<file path="src/rtl/core_pkg.sv">
// core_pkg: shared datapath widths and write-back control bit positions for the core.
package core_pkg;
    localparam int DATA_W = 32;
    localparam int REG_W = 5;
    localparam int WB_W = 2;
    localparam int WB_REGWRITE = 1;
    localparam int WB_MEMTOREG = 0;
endpackage

</file>
<file path="src/rtl/pipe_reg_en.sv">
// pipe_reg_en: W-bit register with load enable and asynchronous active-low clear.
module pipe_reg_en #(
    parameter int W = 1
) (
    input  logic         clock,
    input  logic         reset_n,
    input  logic         en,
    input  logic [W-1:0] d,
    output logic [W-1:0] q
);
    always_ff @(posedge clock or negedge reset_n)
        if (!reset_n)
            q <= '0;
        else if (en)
            q <= d;
endmodule

</file>
<file path="src/rtl/mem_wb_pipe_reg.sv">
// mem_wb_pipe_reg: MEM->WB pipeline register; one enabled flop bank per field, all
// sharing one enable so every field updates on the same edge.
module mem_wb_pipe_reg
    import core_pkg::*;
#(
    parameter int DW = DATA_W,
    parameter int RW = REG_W,
    parameter int BW = WB_W
) (
    input  logic          clock,
    input  logic          reset_n,
    input  logic          startin,
    input  logic [DW-1:0] read_data_input,
    input  logic [DW-1:0] alu_result_input,
    input  logic [RW-1:0] write_register_input,
    input  logic [BW-1:0] WB_input,
    output logic [DW-1:0] read_data_output,
    output logic [DW-1:0] alu_result_output,
    output logic [RW-1:0] write_register_output,
    output logic [BW-1:0] WB_output
);
    pipe_reg_en #(.W(DW)) u_read_data (
        .clock(clock), .reset_n(reset_n), .en(startin),
        .d(read_data_input), .q(read_data_output)
    );
    pipe_reg_en #(.W(DW)) u_alu_result (
        .clock(clock), .reset_n(reset_n), .en(startin),
        .d(alu_result_input), .q(alu_result_output)
    );
    pipe_reg_en #(.W(RW)) u_write_register (
        .clock(clock), .reset_n(reset_n), .en(startin),
        .d(write_register_input), .q(write_register_output)
    );
    pipe_reg_en #(.W(BW)) u_wb (
        .clock(clock), .reset_n(reset_n), .en(startin),
        .d(WB_input), .q(WB_output)
    );
endmodule

</file>
<file path="config.mk">
export PLATFORM = sky130hd
export DESIGN_NAME = mem_wb_pipe_reg
export DESIGN_NICKNAME = d
export VERILOG_FILES = /design/src/rtl/core_pkg.sv /design/src/rtl/pipe_reg_en.sv /design/src/rtl/mem_wb_pipe_reg.sv
export SDC_FILE = /design/constraint.sdc
export NUM_CORES = 1
export LEC_CHECK = 0
export ABC_AREA = 1
export BUFFER_PORTS_ARGS = -buffer_cell sky130_fd_sc_hd__buf_4
export CAP_MARGIN = 40
export CORE_ASPECT_RATIO = 0.7
export CORE_MARGIN = 1
export CORE_UTILIZATION = 40
export DETAILED_ROUTE_END_ITERATION = 7
export MAX_ROUTING_LAYER = met4
export PLACE_DENSITY = 0.75
export REMOVE_ABC_BUFFERS = 1
export SLEW_MARGIN = 30
export SYNTH_ARGS = -nofsm -noshare
export SYNTH_HDL_FRONTEND = slang
export SYNTH_SLANG_ARGS = --single-unit
</file>
<file path="constraint.sdc">
create_clock -name clock -period 0.8 [get_ports clock]
set_input_delay 0 -clock clock [delete_from_list [all_inputs] [get_ports clock]]
set_output_delay 0 -clock clock [all_outputs]
set_load 0.03 [all_outputs]
</file>
==> results of run 1 <==
-- layout make-up --
cell class / instances / area share, %
clock buffers: 11 / 2.747
clock inverters: 5 / 2.316
inverters: 1 / 0.1589
multi-input cells: 213 / 15.05
flip-flops and latches: 71 / 32.24
well taps: 91 / 2.066
repair buffers: 263 / 45.43
-- where the power goes --
part | switching [W] | internal (W)
clock | 0.00135 | 0.00256
combinational | 0.00147 | 0.00147
sequential | 0.000277 | 0.00391
-- worst max-delay path by stage --
stage                       start                    end  cells past startpoint
6_report       u_alu_result.q[17]  alu_result_output[17]                      1
5_1_grt         u_read_data.q[21]   read_data_output[21]                      1
4_1_cts          u_read_data.q[0]    read_data_output[0]                      1
3_5_place_dp              startin       u_read_data.q[7]                      5
3_3_place_gp              startin  u_write_register.q[3]                      5
2_1_floorplan   u_alu_result.q[0]      u_alu_result.q[0]                      2
-- metal layers --
metal	part of all wire (%)	routed length (µm)
met5	0	0
met4	2.9	329
met3	9.7	1081
met2	51	5728
met1	36	4014
-- cell usage in the layout, fill, tap and decap left out --
| cell | instances |
|---|---|
| clkbuf_8 | 11 |
| dlygate4sd3_1 | 72 |
| clkinvlp_4 | 1 |
| bufinv_16 | 4 |
| dfrtp_1 | 71 |
| buf_4 | 112 |
| buf_12 | 6 |
| inv_6 | 1 |
| buf_6 | 73 |
| nand2_2 | 9 |
| nand2_1 | 203 |
| nand2_4 | 1 |
-- registers in the layout, indices dropped and copies added (netlist names) --
signal              count
u_read_data.q          32
u_wb.q                  2
u_write_register.q      5
u_alu_result.q         32
-- logic make-up after synthesis --
logic type / Yosys count
buf+inv: 16
flops: 71
simple gates: 213
-- through the flow --
stage               hold slack [ps]  std cells  power, W  util (%)
floorplan                    -295.6        285  0.005094         -
global placement             -107.2        527  0.006175     61.09
detailed placement           -103.1        527  0.006216     61.09
CTS                           8.026        634   0.01076     83.12
global route                  21.67        655   0.01143     86.17
finish                        33.55        655   0.01104     86.17
-- repair_timing --
| item | in CTS | in global routing |
|---|---|---|
| hold endpoints to repair | 142 | 0 |
| setup endpoints to repair | 71 | 77 |
| resized for setup | 71 | 13 |
| hold buffers | 72 | 0 |
| buffers inserted | 19 | 21 |
| pin swaps | 0 | 4 |
==> results.sh, run 1 <==
export IMPL_finalHoldViolations=0
export IMPL_die_w_um=100.4
export IMPL_worst_slew_pin_transition_ps=266.8
export IMPL_dr_pass1_iters=4
export IMPL_core_area_um2=6396
export IMPL_async_flop_share_pct=100.0
export IMPL_ys_types=6
export IMPL_critical_path_class="reg2out"
export IMPL_yosys_most_used_dff="dfrtp_1"
export IMPL_fp_dieArea_um2=7111
export IMPL_ant_nets=0
export IMPL_pre_cts_ws_ps=114.9
export IMPL_critical_path_arrival_ps=940
export IMPL_fin_skew_ps=0
export IMPL_reg2reg_to="u_read_data.q[10]"
export IMPL_grt_pass1_wl_um=15970
export IMPL_hold_path_end="u_alu_result.q[24]"
export IMPL_cts_tree="yes"
export IMPL_path_max_fanout=2
export IMPL_setup_viol=79
export IMPL_final_cell_area_um2=5512
export IMPL_synth_area_mux_share_pct=0
export IMPL_vias=3118
export IMPL_core_rowCount=24
export IMPL_required_ps=800
export IMPL_reg2regPathDepth=4
export IMPL_yosys_top_cells_count="nand2_1, dfrtp_1, buf_6"
export IMPL_synth_edf_count=0
export IMPL_die_h_um=70.85
export IMPL_met1_usage_pct=33.73
export IMPL_area_growth_pct=103.5
export IMPL_avgSynthCellArea_um2=9.029
export IMPL_place_area_um2=3908
export IMPL_status="finished with violations"
export IMPL_cts_buffers=9
export IMPL_critPathTopFamily="flip-flops"
export IMPL_grt_max_degree=37
export IMPL_drive_gt1_share_pct=38.65
export IMPL_max_freq_mhz=1066
export IMPL_yosys_area_top_type="dfrtp_1"
export IMPL_ir_drop_mv=1.448
export IMPL_synth_xor_area_share_pct=0
export IMPL_ys_top_cells_by_area="dfrtp_1, nand2_1, buf_6"
export IMPL_rr_startpoint="u_read_data.q[10]"
export IMPL_synthSimpleGateAreaFrac_pct=29.52
export IMPL_grt_pass1_vias=3224
export IMPL_clk_latency_ps=340
export IMPL_finalNetCount=633
export IMPL_use_met3_pct=9.585
export IMPL_crit_chain="buf_6"
export IMPL_drt_iter0_markers=151
export IMPL_cts_buffer_depth=2
export IMPL_tns_ps=-6373
export IMPL_seq_area_um2=1777
export IMPL_period_minus_slack_ps=938.3
export IMPL_drc=0
export IMPL_fin_crit_sh_pct=117.3
export IMPL_min_path_cells=4
export IMPL_initial_core_util_pct=42.35
export IMPL_p_leak_nw=2.973
export IMPL_yosysMostFrequentCell="nand2_1"
export IMPL_synth_seq_cells=71
export IMPL_ys_warn_count=0
export IMPL_powerDensity_nw_per_um2=2002
export IMPL_hp_start="startin"
export IMPL_clock_sinks=71
export IMPL_violations="setup timing"
export IMPL_crit_path_max_incr_delay_ps=430
export IMPL_grt_overflow=0
export IMPL_io_pins=145
export IMPL_min_path_type="in2reg"
export IMPL_multi_input_area_um2=829.5
export IMPL_grt_use_total_pct=30.80
export IMPL_critPathCaptureType="primary output"
export IMPL_antennaDiodeCount=0
export IMPL_fillers=311
export IMPL_reg2reg_slack_ps=-80
export IMPL_place_hpwl_um=5144
export IMPL_synth_top_cell_area_share_pct=65.59
export IMPL_htreeDepth=3
export IMPL_cp_slowest_cell="dfrtp_1"
export IMPL_wl_um=11150
export IMPL_start_kind="flip-flop"
export IMPL_slew_headroom_pct=82.22
export IMPL_grt_busiest_layer="met2"
export IMPL_yosysSeqAreaShare_pct=65.59
export IMPL_rsz0062_at_grt="yes"
export IMPL_antenna_found_initial=0
export IMPL_synthCells=300
export IMPL_clk_pin_slew_ps=90
export IMPL_cap_violations=0
export IMPL_viasPerCell=4.760
export IMPL_finalWeightedCongestion=0.7603
export IMPL_path_buf_inv=1
export IMPL_synthAdderAreaFrac_pct=0
export IMPL_synth_top_family_by_area="simple AND/OR/NAND/NOR gates"
export IMPL_worst_slack_ps=-138.3
export IMPL_io_buffers=144
export IMPL_clockRootBuffer="clkbuf_8"
export IMPL_wl_per_cell_um=17.03
export IMPL_met2_usage_pct=52.89
export IMPL_synth_compound_area_share_pct=0
export IMPL_drv_slew=0
export IMPL_netlist_area_um2=2709
(Power assumes the default switching activity.)
==> inputs of run 2 (changes only) <==
CORE_ASPECT_RATIO = default   (was 0.7)
CORE_UTILIZATION = 44   (was 40)
PLACE_DENSITY = 0.79   (was 0.75)
clock period = 1.1 ns   (was 0.8 ns; I/O delays follow)
==> run 2 against run 1 <==
Setup slack gained 350 ps. Sequential power shrank 29%. Largest cell class unchanged. Register-to-register slack gained 530 ps. The flow now finishes without violations. Worst hold slack gained 8.1 ps. Critical endpoint is now read_data_output[27].
==> results.sh, run 2 (synthesis results as in run 1) <==
export IMPL_post_cts_buffers=0
export IMPL_finalHoldViolations=0
export IMPL_crit_path_max_incr_delay_ps=400
export IMPL_finalWeightedCongestion=0.7907
export IMPL_reg2regPathDepth=2
export IMPL_initial_core_util_pct=45.75
export IMPL_required_ps=1100
export IMPL_period_minus_slack_ps=891.5
export IMPL_fin_skew_ps=0
export IMPL_rsz0062_at_grt="no"
export IMPL_p_leak_nw=2.607
export IMPL_seq_area_um2=1777
export IMPL_critical_path_arrival_ps=890
export IMPL_grt_pass1_wl_um=12420
export IMPL_final_common_cell="nand2_1"
export IMPL_drive_gt1_share_pct=31.09
export IMPL_critPathCaptureType="primary output"
export IMPL_cp_slowest_cell="dfrtp_1"
export IMPL_clk_pin_slew_ps=70
export IMPL_wl_um=7983
export IMPL_core_rowCount=28
export IMPL_pre_cts_ws_ps=202.2
export IMPL_cts_buffers=9
export IMPL_rr_startpoint="u_alu_result.q[2]"
export IMPL_core_area_um2=5921
export IMPL_antenna_found_initial=0
export IMPL_top_regs="u_alu_result.q (32), u_read_data.q (32), u_write_register.q (5)"
export IMPL_htreeDepth=3
export IMPL_die_w_um=80.47
export IMPL_cap_violations=0
export IMPL_critical_path_class="reg2out"
export IMPL_fillers=389
export IMPL_worst_slack_ps=208.5
export IMPL_path_max_fanout=2
export IMPL_clockRootBuffer="clkbuf_8"
export IMPL_grt_max_degree=72
export IMPL_start_kind="flip-flop"
export IMPL_layout_common_cells="nand2_1, buf_4, dlygate4sd3_1"
export IMPL_path_buf_inv=1
export IMPL_reg2reg_to="u_alu_result.q[2]"
export IMPL_dp_cells=509
export IMPL_wl_per_cell_um=13.39
export IMPL_min_path_cells=3
export IMPL_ir_drop_mv=0.8235
export IMPL_place_hpwl_um=4571
export IMPL_fp_dieArea_um2=6475
export IMPL_hp_start="startin"
export IMPL_slew_headroom_pct=67.76
export IMPL_drv_slew=0
export IMPL_multi_input_area_um2=799.5
export IMPL_viasPerCell=4.564
export IMPL_crit_chain="buf_4"
export IMPL_tns_ps=0
export IMPL_final_cells=596
export IMPL_drt_iter0_markers=161
export IMPL_hold_path_end="u_read_data.q[31]"
export IMPL_area_growth_pct=73.76
export IMPL_finalNetCount=591
export IMPL_cts_buffer_depth=2
export IMPL_finalPower_w=0.006489
export IMPL_dr_pass1_iters=4
export IMPL_grt_pass1_vias=2780
export IMPL_grt_use_total_pct=26.73
export IMPL_max_freq_mhz=1122
export IMPL_setup_viol=0
export IMPL_clk_latency_ps=320
export IMPL_worst_slew_pin_transition_ps=483.3
export IMPL_antennaDiodeCount=0
export IMPL_drc=0
export IMPL_die_h_um=80.47
export IMPL_status="finished, final reports clean"
export IMPL_grt_overflow=0
export IMPL_min_path_type="in2reg"
export IMPL_cts_tree="yes"
export IMPL_ant_nets=0
export IMPL_reg2reg_slack_ps=450
export IMPL_fin_crit_sh_pct=81.04
export IMPL_critPathTopFamily="flip-flops"
export IMPL_vias=2720
export IMPL_io_pins=145
export IMPL_clock_sinks=71
export IMPL_powerDensity_nw_per_um2=1379
export IMPL_io_buffers=144
-- run 2: changes by cell type in the layout (fill, tap and decap cells not counted) --
| cell | before | now |
|---|---|---|
| buf_4 | 112 | 148 |
| clkinvlp_4 | 1 | 0 |
| nand2_1 | 203 | 213 |
| buf_6 | 73 | 0 |
| bufinv_16 | 4 | 0 |
| buf_12 | 6 | 1 |
| nand2_4 | 1 | 0 |
| nand2_2 | 9 | 0 |
| clkbuf_1 | 0 | 3 |
| clkbuf_8 | 11 | 12 |
-- run 2: how the worst max path moves through the flow --
stage	from	end	slack, ps	cells past startpoint
after floorplan	u_alu_result.q[0]	u_alu_result.q[0]	370	2
after global placement	startin	u_read_data.q[26]	250	4
after detailed placement	startin	u_alu_result.q[1]	200	4
after CTS	u_alu_result.q[9]	alu_result_output[9]	190	1
after global routing	u_alu_result.q[29]	alu_result_output[29]	170	1
final	u_read_data.q[27]	read_data_output[27]	210	1
-- run 2: report_power, final --
part	switching, W	total (W)	internal [W]
clock	0.000845	0.00184	0.000997
sequential	0.000135	0.00298	0.00284
combinational	0.000933	0.00167	0.000737
-- run 2: layout make-up --
class | count | area share, %
Timing Repair Buffer | 221 | 39.34
Sequential cell | 71 | 37.75
Multi-Input combinational cell | 213 | 16.99
Clock buffer | 15 | 3.748
Tap cell | 75 | 1.994
Inverter | 1 | 0.1861
-- run 2: repair_timing --
action | in CTS | in global routing
resized for setup | 0 | 0
hold endpoints to repair | 142 | 0
endpoints found under the setup margin | 0 | 0
hold buffers | 72 | 0
-- run 2: through the flow --
step           area, µm²  utilization, %  hold WS [ps]
6_report            4707           79.50         41.67
4_1_cts             4707           79.50         22.53
3_5_place_dp        3810           64.35        -95.94
5_1_grt             4707           79.50         39.94
2_1_floorplan       2585               -        -295.6
3_3_place_gp        3810           64.35        -102.1
-- run 2: metal layers --
metal,up-vias,part of all wire [%],track usage [%]
met4,0,3.8,14.29
met5,-,0,-
met3,26,5.0,5.341
met2,117,53,45.25
li1,1328,-,-
met1,1249,39,29.68
